==> config.mk <==
export PLATFORM = sky130hd
export DESIGN_NAME = multicycle_controller
export DESIGN_NICKNAME = d
export VERILOG_FILES = /design/src/rtl/mc_pkg.sv /design/src/rtl/mc_output_decode.sv /design/src/rtl/multicycle_controller.sv
export SDC_FILE = /design/constraint.sdc
export NUM_CORES = 1
export LEC_CHECK = 0
export BUFFER_PORTS_ARGS = -buffer_cell sky130_fd_sc_hd__buf_2
export CAP_MARGIN = 20
export CORE_MARGIN = 3
export CORE_UTILIZATION = 56
export DETAILED_ROUTE_END_ITERATION = 6
export GPL_TIMING_DRIVEN = 0
export PLACE_DENSITY = 0.95
export SLEW_MARGIN = 15
export SYNTH_ARGS = -nofsm -noshare
export SYNTH_HDL_FRONTEND = slang
export SYNTH_SLANG_ARGS = --single-unit
export TNS_END_PERCENT = 30
==> constraint.sdc <==
create_clock -name clk -period 4.5 [get_ports clk]
set_input_delay 0.9 -clock clk [delete_from_list [all_inputs] [get_ports clk]]
set_output_delay 0.9 -clock clk [all_outputs]
set_load 0.01 [all_outputs]
==> src/rtl/mc_pkg.sv <==
// Shared encodings for the multicycle controller: states, opcodes, mux selects
// and the control vector produced by the output decoder.
package mc_pkg;

    localparam logic [3:0] S_FETCH    = 4'd0;
    localparam logic [3:0] S_DECODE   = 4'd1;
    localparam logic [3:0] S_MEMADR   = 4'd2;
    localparam logic [3:0] S_MEMREAD  = 4'd3;
    localparam logic [3:0] S_MEMWB    = 4'd4;
    localparam logic [3:0] S_MEMWRITE = 4'd5;
    localparam logic [3:0] S_EXECUTER = 4'd6;
    localparam logic [3:0] S_EXECUTEI = 4'd7;
    localparam logic [3:0] S_ALUWB    = 4'd8;
    localparam logic [3:0] S_BEQ      = 4'd9;
    localparam logic [3:0] S_JAL      = 4'd10;

    localparam logic [6:0] OP_LW  = 7'b0000011;
    localparam logic [6:0] OP_SW  = 7'b0100011;
    localparam logic [6:0] OP_R   = 7'b0110011;
    localparam logic [6:0] OP_I   = 7'b0010011;
    localparam logic [6:0] OP_BEQ = 7'b1100011;
    localparam logic [6:0] OP_JAL = 7'b1101111;

    localparam logic [1:0] ALUOP_ADD   = 2'b00;
    localparam logic [1:0] ALUOP_SUB   = 2'b01;
    localparam logic [1:0] ALUOP_FUNCT = 2'b10;

    localparam logic [1:0] RES_ALUOUT    = 2'b00;
    localparam logic [1:0] RES_DATA      = 2'b01;
    localparam logic [1:0] RES_ALURESULT = 2'b10;

    localparam logic [1:0] SRCA_PC    = 2'b00;
    localparam logic [1:0] SRCA_OLDPC = 2'b01;
    localparam logic [1:0] SRCA_RS1   = 2'b10;

    localparam logic [1:0] SRCB_RS2  = 2'b00;
    localparam logic [1:0] SRCB_IMM  = 2'b01;
    localparam logic [1:0] SRCB_FOUR = 2'b10;

    typedef struct packed {
        logic       pc_update;
        logic       branch;
        logic       adr_src;
        logic       mem_write;
        logic       ir_write;
        logic       reg_write;
        logic [1:0] result_src;
        logic [1:0] alu_src_a;
        logic [1:0] alu_src_b;
        logic [1:0] alu_op;
    } ctrl_t;

    function automatic logic op_supported(input logic [6:0] op);
        return (op == OP_LW) || (op == OP_SW) || (op == OP_R) || (op == OP_I) ||
               (op == OP_BEQ) || (op == OP_JAL);
    endfunction

endpackage

==> src/rtl/mc_output_decode.sv <==
// Moore output decode: current state to control vector. Only FETCH looks at
// mem_ready, so the IR and PC load on the cycle the fetch actually completes.
module mc_output_decode
    import mc_pkg::*;
(
    input  logic [3:0] state,
    input  logic       mem_ready,
    output ctrl_t      ctrl
);

    always_comb begin
        ctrl = '0;
        case (state)
            S_FETCH: begin
                ctrl.adr_src    = 1'b0;
                ctrl.alu_src_a  = SRCA_PC;
                ctrl.alu_src_b  = SRCB_FOUR;
                ctrl.alu_op     = ALUOP_ADD;
                ctrl.result_src = RES_ALURESULT;
                ctrl.ir_write   = mem_ready;
                ctrl.pc_update  = mem_ready;
            end
            S_DECODE: begin
                ctrl.alu_src_a = SRCA_OLDPC;
                ctrl.alu_src_b = SRCB_IMM;
                ctrl.alu_op    = ALUOP_ADD;
            end
            S_MEMADR: begin
                ctrl.alu_src_a = SRCA_RS1;
                ctrl.alu_src_b = SRCB_IMM;
                ctrl.alu_op    = ALUOP_ADD;
            end
            S_MEMREAD: begin
                ctrl.adr_src    = 1'b1;
                ctrl.result_src = RES_ALUOUT;
            end
            S_MEMWB: begin
                ctrl.result_src = RES_DATA;
                ctrl.reg_write  = 1'b1;
            end
            S_MEMWRITE: begin
                ctrl.adr_src    = 1'b1;
                ctrl.result_src = RES_ALUOUT;
                ctrl.mem_write  = 1'b1;
            end
            S_EXECUTER: begin
                ctrl.alu_src_a = SRCA_RS1;
                ctrl.alu_src_b = SRCB_RS2;
                ctrl.alu_op    = ALUOP_FUNCT;
            end
            S_EXECUTEI: begin
                ctrl.alu_src_a = SRCA_RS1;
                ctrl.alu_src_b = SRCB_IMM;
                ctrl.alu_op    = ALUOP_FUNCT;
            end
            S_ALUWB: begin
                ctrl.result_src = RES_ALUOUT;
                ctrl.reg_write  = 1'b1;
            end
            S_BEQ: begin
                ctrl.alu_src_a  = SRCA_RS1;
                ctrl.alu_src_b  = SRCB_RS2;
                ctrl.alu_op     = ALUOP_SUB;
                ctrl.result_src = RES_ALUOUT;
                ctrl.branch     = 1'b1;
            end
            S_JAL: begin
                ctrl.alu_src_a  = SRCA_OLDPC;
                ctrl.alu_src_b  = SRCB_FOUR;
                ctrl.alu_op     = ALUOP_ADD;
                ctrl.result_src = RES_ALUOUT;
                ctrl.pc_update  = 1'b1;
            end
            default: ;
        endcase
    end

endmodule

==> src/rtl/multicycle_controller.sv <==
// Multicycle RISC-V control FSM with unified-memory handshake and a
// retired-instruction counter.
module multicycle_controller
    import mc_pkg::*;
(
    input  logic        clk,
    input  logic        rst,
    input  logic [6:0]  Op,
    input  logic        Zero,
    input  logic        mem_ready,
    output logic        PCWrite,
    output logic        AdrSrc,
    output logic        MemWrite,
    output logic        IRWrite,
    output logic        RegWrite,
    output logic [1:0]  ResultSrc,
    output logic [1:0]  ALUSrcA,
    output logic [1:0]  ALUSrcB,
    output logic [1:0]  ALUOp,
    output logic        illegal_op,
    output logic [31:0] instr_count,
    output logic [3:0]  state
);

    logic [3:0]  state_q, state_d, out_state;
    logic [31:0] count_q, count_d;
    logic        retire;
    ctrl_t       ctrl;

    // Outputs show FETCH values while reset is held, whatever state_q holds.
    assign out_state = rst ? S_FETCH : state_q;

    mc_output_decode u_decode (
        .state     (out_state),
        .mem_ready (mem_ready),
        .ctrl      (ctrl)
    );

    always_comb begin
        state_d = S_FETCH;
        case (state_q)
            S_FETCH:    state_d = mem_ready ? S_DECODE : S_FETCH;
            S_DECODE: begin
                case (Op)
                    OP_LW, OP_SW: state_d = S_MEMADR;
                    OP_R:         state_d = S_EXECUTER;
                    OP_I:         state_d = S_EXECUTEI;
                    OP_BEQ:       state_d = S_BEQ;
                    OP_JAL:       state_d = S_JAL;
                    default:      state_d = S_FETCH;
                endcase
            end
            S_MEMADR:   state_d = (Op == OP_LW) ? S_MEMREAD : S_MEMWRITE;
            S_MEMREAD:  state_d = mem_ready ? S_MEMWB : S_MEMREAD;
            S_MEMWB:    state_d = S_FETCH;
            S_MEMWRITE: state_d = mem_ready ? S_FETCH : S_MEMWRITE;
            S_EXECUTER: state_d = S_ALUWB;
            S_EXECUTEI: state_d = S_ALUWB;
            S_ALUWB:    state_d = S_FETCH;
            S_BEQ:      state_d = S_FETCH;
            S_JAL:      state_d = S_ALUWB;
            default:    state_d = S_FETCH;
        endcase
    end

    always_comb begin
        retire = 1'b0;
        case (state_q)
            S_MEMWB, S_ALUWB, S_BEQ: retire = 1'b1;
            S_MEMWRITE:              retire = mem_ready;
            default:                 retire = 1'b0;
        endcase
    end

    assign count_d = count_q + {31'd0, retire};

    always_ff @(posedge clk) begin
        if (rst) begin
            state_q <= S_FETCH;
            count_q <= '0;
        end else begin
            state_q <= state_d;
            count_q <= count_d;
        end
    end

    assign PCWrite     = ctrl.pc_update | (ctrl.branch & Zero);
    assign AdrSrc      = ctrl.adr_src;
    assign MemWrite    = ctrl.mem_write;
    assign IRWrite     = ctrl.ir_write;
    assign RegWrite    = ctrl.reg_write;
    assign ResultSrc   = ctrl.result_src;
    assign ALUSrcA     = ctrl.alu_src_a;
    assign ALUSrcB     = ctrl.alu_src_b;
    assign ALUOp       = ctrl.alu_op;
    assign illegal_op  = (out_state == S_DECODE) && !op_supported(Op);
    assign instr_count = count_q;
    assign state       = state_q;

endmodule

==> results of run 1 <==
## sequential cells by signal, indices dropped and copies added, names as in the netlist
register / flops
instr_count: 32
state: 4
## worst max-delay path, cell delays in order
cell and delay (ns):
buf_2 0.13, nand2b_1 0.14, nand2b_1 0.06, a21oi_1 0.15, ha_1 0.23, ha_1 0.22
nand3_2 0.18, or3_1 0.47, buf_4 0.20, nor4_1 0.24, mux2_2 0.37
## cell usage after synthesis (3+ instances only)
master and instances:
nand3b_1 3, nor2_1 23, or4_1 14, buf_6 3
o31ai_1 13, a21o_1 3, clkbuf_1 9, xnor2_1 12
or3_1 10, nor2b_1 6, nand2_1 14, nand4_1 3
inv_1 7, nor4_1 8, o21ai_0 11, a21oi_1 25
nand3_1 9, dfxtp_1 36, nand2b_1 10, nor3_1 8
## stage by stage
step,cells,area (sq um),setup slack (ns)
6_report,373,2530,1.40
5_1_grt,373,2530,1.19
4_1_cts,373,2530,1.40
3_5_place_dp,365,2450,1.10
3_3_place_gp,365,2450,1.14
2_1_floorplan,259,2090,1.54
## path summary, 6_finish.rpt
check                  startpoint         endpoint  slack, ns
setup / recovery        mem_ready  instr_count[22]       1.40
hold reg to reg   instr_count[26]  instr_count[26]       0.50
setup reg to reg         state[1]  instr_count[22]       1.46
hold / removal    instr_count[26]  instr_count[26]       0.50
## power breakdown
group	total, W	switching, W	leakage [nW]	internal, W
Combinational	0.0000410	0.0000248	0.643	0.0000162
Sequential	0.000319	0.000000409	0.290	0.000319
Clock	0.000232	0.000124	0.0479	0.000108
## area by class of cell
class | instances | area, sq um | area share (%)
inverter | 7 | 26.3 | 1.04
clock inverter | 3 | 18.8 | 0.740
clock buffer | 5 | 68.8 | 2.71
multi-input combinational | 199 | 1230 | 48.7
sequential | 36 | 721 | 28.4
tap | 46 | 57.6 | 2.27
timing repair buffer | 60 | 300 | 11.8
buffer | 17 | 109 | 4.29
## cell families (layout without fill, tap and decap cells)
kind of cell	count (synthesis)	count (layout)	synth area share [%]
AO/OA/AOI/OAI	61	61	18.0
AND/OR/NAND/NOR	121	121	33.5
buffers and inverters	24	92	6.47
adder cells (fa/ha/maj)	2	2	1.20
flip-flops	36	36	34.5
XOR/XNOR	14	14	5.87
multiplexers	1	1	0.539
## per-layer routing
layer / share of wire [%] / vias to the layer above / track usage [%] / routed length (um)
li1: - / 1085 / - / -
met4: 2.6 / 0 / 12.2 / 140
met3: 5.4 / 12 / 5.40 / 288
met2: 48 / 73 / 42.9 / 2580
met5: 0 / - / 0 / 0
met1: 43 / 1011 / 28.1 / 2310
==> flow_summary.ini, run 1 <==
[outcome]
status = finished, final reports clean

[floorplan]
die_w_um = 67.1
start_util_pct = 60.2
placementRows = 21
core_sq_um = 3470
die_h_um = 67.1
die-area_sq_um = 4500
pin_count = 61

[drt]
num_vias = 2181
avgViaCountPerCell = 5.85
drtIter0Drc = 166
postRouteAntennaNets = 0
routed_wl_um = 5320
drc = 0
firstDrtPassIters = 4
wl_per_cell_um = 14.3

[finish]
final_common_cell = buf_2
fillers = 282
drive_gt1_share_pct = 24.8
nets = 339
final_core_util_pct = 73.1
area_growth_pct = 21.3
layout_common_cells = buf_2 (61), dfxtp_1 (36), a21oi_1 (25)
n_antenna_cell = 0

[hold_path]
hp-class = reg -> reg
worstHoldPathCells = 2

[worst_setup_path]
arrival_ns = 3.29
required_ns = 4.69
cp-start-kind = input port
cp-end-kind = register
crit_fanout = 10
criticalPathCategory = in -> reg
ff2ff_path_depth = 10

[sta]
max_slew_margin_pct = 68.8
fmax_mhz = 322
holdWs_ns = 0.501
hold_viol = 0
min_period_over_period_pct = 69.0
tns_ns = 0
max_slew.worst_pin.slew_ns = 0.456
setup_violations = 0
fin_skew_ns = 0.0119
fin_crit_ns = 3.10
timing.final.max_slew_violations = 0
rsz0062_at_grt = no

[global_routing]
first_global_vias = 1967
gr-total-overflow = 0
grt_pass1_wl_um = 8560
track_usage_pct = 24.7
antenna_found_initial = 0
grt_max_degree = 13

[clock_network]
htreeDepth = 2
clock-sinks = 36
insertion_delay_ns = 0.30
cts-hold-fix-buffers = 0
cts_buffer_depth = 2
cts_root_buf = clkbuf_8
cts_tree = yes
post_cts_resized = 0
cts_made_buffers = 5
clk_pin_slew_ns = 0.07
cts_setup_buffers = 0

[placement]
hpwl_um = 3860
gp_congestion = 0.919
port_buffers = 60

[flow_run]
drv_cap = 0

[pwr]
peakVddDrop_mv = 0.185
total_power_w = 0.000593
power_density_nw_per_um2 = 234
leakage_nw = 0.981

[yosys]
synth_nets = 272
yosysSeqAreaShare_pct = 34.5
yosysUniqueCellTypes = 46
yosysTopAreaCellShare_pct = 34.5
synth_top_area_cell = dfxtp_1
syn_area_sq_um = 2090
yosysWarnings = 0
ys_ff_latch = 36
synth-main-ff-cell = dfxtp_1
synth.top_cells.by_area = dfxtp_1 (34%), a21oi_1 (6.0%), or4_1 (5.0%), xnor2_1 (5.0%), o31ai_1 (4.7%)
synth-edff-count = 0
synthCells = 259
syn_area_per_cell_sq_um = 8.07
synthArstFlopShare_pct = 0
No activity file was read; power rests on OpenSTA's default activity.
==> inputs of run 2 (changes only) <==
--- a/config.mk
+++ b/config.mk
@@ -5,13 +5,14 @@
 export SDC_FILE = /design/constraint.sdc
 export NUM_CORES = 1
 export LEC_CHECK = 0
+export ABC_AREA = 1
 export BUFFER_PORTS_ARGS = -buffer_cell sky130_fd_sc_hd__buf_2
 export CAP_MARGIN = 20
 export CORE_MARGIN = 3
-export CORE_UTILIZATION = 56
+export CORE_UTILIZATION = 52
 export DETAILED_ROUTE_END_ITERATION = 6
 export GPL_TIMING_DRIVEN = 0
-export PLACE_DENSITY = 0.95
+export PLACE_DENSITY = 0.91
 export SLEW_MARGIN = 15
 export SYNTH_ARGS = -nofsm -noshare
 export SYNTH_HDL_FRONTEND = slang
==> constraint.sdc (replaced) <==
create_clock -name clk -period 3.22 [get_ports clk]
set_input_delay 0.644 -clock clk [delete_from_list [all_inputs] [get_ports clk]]
set_output_delay 0.644 -clock clk [all_outputs]
set_load 0.01 [all_outputs]
==> flow_summary.ini, run 2 <==
[sta]
holdWs_ns = 0.487
fin_skew_ns = 0.00673
timing.final.max_slew_violations = 0
hold_viol = 0
setup_violations = 0
fin_crit_ns = 2.44
rsz0062_at_grt = no
min_period_over_period_pct = 75.7
max_slew_margin_pct = 62.5
max_slew.worst_pin.slew_ns = 0.562
tns_ns = 0
fmax_mhz = 410

[floorplan]
pin_count = 61
core_sq_um = 4060
die-area_sq_um = 5060
die_h_um = 71.1
start_util_pct = 54.4
placementRows = 23
die_w_um = 71.1

[pwr]
cell_internal_pwr_w = 0.000609
power_density_nw_per_um2 = 304
pwr-share-clk_pct = 38.3
p_comb_share_pct = 6.0
peakVddDrop_mv = 0.232
p_sw_w = 0.000194
p_seq_share_pct = 55.7
leakage_nw = 1.16
switching_share_pct = 24.1

[clock_network]
cts_root_buf = clkbuf_8
cts_setup_buffers = 0
cts_made_buffers = 5
clk_pin_slew_ns = 0.07
post_cts_resized = 0
cts_buffer_depth = 2
cts_tree = yes
htreeDepth = 2
cts-hold-fix-buffers = 0
insertion_delay_ns = 0.29
clock-sinks = 36

[yosys]
synthTopCellsByCount = nand2_1 (121), nor2_1 (65), inv_1 (53), dfxtp_1 (36), a21oi_1 (29)
yosysTopAreaCellShare_pct = 32.7
synth-main-ff-cell = dfxtp_1
yosysWarnings = 0
yosysMostFrequentCell = nand2_1
syn_area_per_cell_sq_um = 5.85
synthArstFlopShare_pct = 0
synth_top_area_cell = dfxtp_1
synth-edff-count = 0
synthCells = 377
yosysSeqAreaShare_pct = 32.7
yosysUniqueCellTypes = 23
syn_area_sq_um = 2210
synth_nets = 390
synth.top_cells.by_area = dfxtp_1 (33%), nand2_1 (21%), nor2_1 (11%), inv_1 (9.0%), a21oi_1 (6.6%)
ys_ff_latch = 36

[finish]
layout_common_cells = nand2_1 (121), nor2_1 (65), buf_2 (60)
n_antenna_cell = 0
largest_reg_flops = 32
area_growth_pct = 19.7
drive_gt1_share_pct = 17.8
fin_area_sq_um = 2640
fin_cells = 493
regArea_sq_um = 721
multiInputGateArea_sq_um = 1270
nets = 456
final_common_cell = nand2_1
fillers = 377

[drt]
drtIter0Drc = 191
postRouteAntennaNets = 0
wl_per_cell_um = 12.0
drc = 0
firstDrtPassIters = 4
routed_wl_um = 5930
avgViaCountPerCell = 5.19
num_vias = 2557

[placement]
port_buffers = 59
placed_area_sq_um = 2560
placedCellCount = 486
hpwl_um = 4510
gp_congestion = 0.872

[global_routing]
gr-total-overflow = 0
first_global_vias = 2415
grt_max_degree = 11
grt_pass1_wl_um = 10000
antenna_found_initial = 0
track_usage_pct = 24.1

[outcome]
status = finished, final reports clean

[worst_setup_path]
ff2ff_path_depth = 14
crit_fanout = 7
cp_common_cell = nand2_1
cp-end-kind = primary output
timing.rr.end = instr_count[22]
cp-start-kind = register
cp_slowest_cell = dfxtp_1
arrival_ns = 1.79
slowest_delay_ns = 0.40
r2r_slack_ns = 0.91
criticalPathCategory = reg -> out
regToRegStartpoint = state[1]
path_cells = inv_1 -> nand2_1 -> nor2_1 -> nand2_1 -> nor3b_1 -> buf_2
required_ns = 2.58

[hold_path]
min_from = instr_count[30]
worstHoldPathCells = 2
hp-class = reg -> reg
min_to = instr_count[30]

[flow_run]
drv_cap = 0
==> run 2: changes by cell type after synthesis, sizes merged, moves of 10 or more <==
cell,before,now
nor2,23,73
xnor2,12,1
or3,10,0
inv,7,53
nand2,14,125
nand2b,10,0
or4,14,0
o31ai,13,0
nand3,10,27
==> run 2: power by group through the flow <==
stage / Combinational [W] / Sequential (W) / Clock (W)
floorplan: 0.0000269 / 0.000458 / 0
global placement: 0.0000458 / 0.000457 / 0
detailed placement: 0.0000470 / 0.000458 / 0
CTS: 0.0000473 / 0.000447 / 0.000312
global route: 0.0000540 / 0.000447 / 0.000331
finish: 0.0000479 / 0.000447 / 0.000308
==> run 2: worst max path at each step <==
stage                   from    endpoint  slack, ns  depth (start not counted)
finish              state[1]  illegal_op       0.78                          6
global route        state[1]  illegal_op       0.65                          6
CTS                 state[1]  illegal_op       0.81                          6
detailed placement       rst  ALUSrcA[1]       0.86                          6
global placement         rst  ALUSrcA[1]       0.89                          6
floorplan                rst  ALUSrcA[1]       1.18                          5
==> run 2: critical path, delay by kind of cell (launching register included) <==
family | cells | cell delay (ns)
buffers and inverters | 2 | 0.30
flip-flops | 1 | 0.40
AND/OR/NAND/NOR | 4 | 0.82
==> run 2: layout make-up <==
type	instances	area share, %
plain buffers	5	0.758
clock buffers	6	2.75
clock inverters	1	0.189
inverters	53	7.53
multi-input cells	283	47.9
flip-flops and latches	36	27.3
well taps	50	2.37
repair buffers	59	11.2
==> run 2: logic make-up after synthesis <==
group	share of synthesized area, %
flip-flops	32.7
XOR/XNOR	0.397
adder cells (fa/ha/maj)	1.13
buffers and inverters	9.93
AND/OR/NAND/NOR	45.2
AO/OA/AOI/OAI	10.7
==> run 2: per-stage QoR <==
| step | worst slack (ns) | power, W | utilization [%] |
|---|---|---|---|
| after CTS | 0.815 | 0.000807 | 65.1 |
| after floorplan | 1.18 | 0.000485 | - |
| after global placement | 0.887 | 0.000503 | 63.2 |
| final | 0.783 | 0.000803 | 65.1 |
| after detailed placement | 0.862 | 0.000505 | 63.2 |
| after global routing | 0.645 | 0.000832 | 65.1 |
==> run 2: metal layers <==
| layer | vias up | part of all wire [%] | track usage (%) |
|---|---|---|---|
| met5 | - | 0 | 0 |
| met3 | 6 | 7.0 | 4.97 |
| met2 | 100 | 49 | 42.7 |
| met1 | 1141 | 43 | 29.1 |
| met4 | 0 | 0.61 | 7.31 |
| li1 | 1310 | - | - |
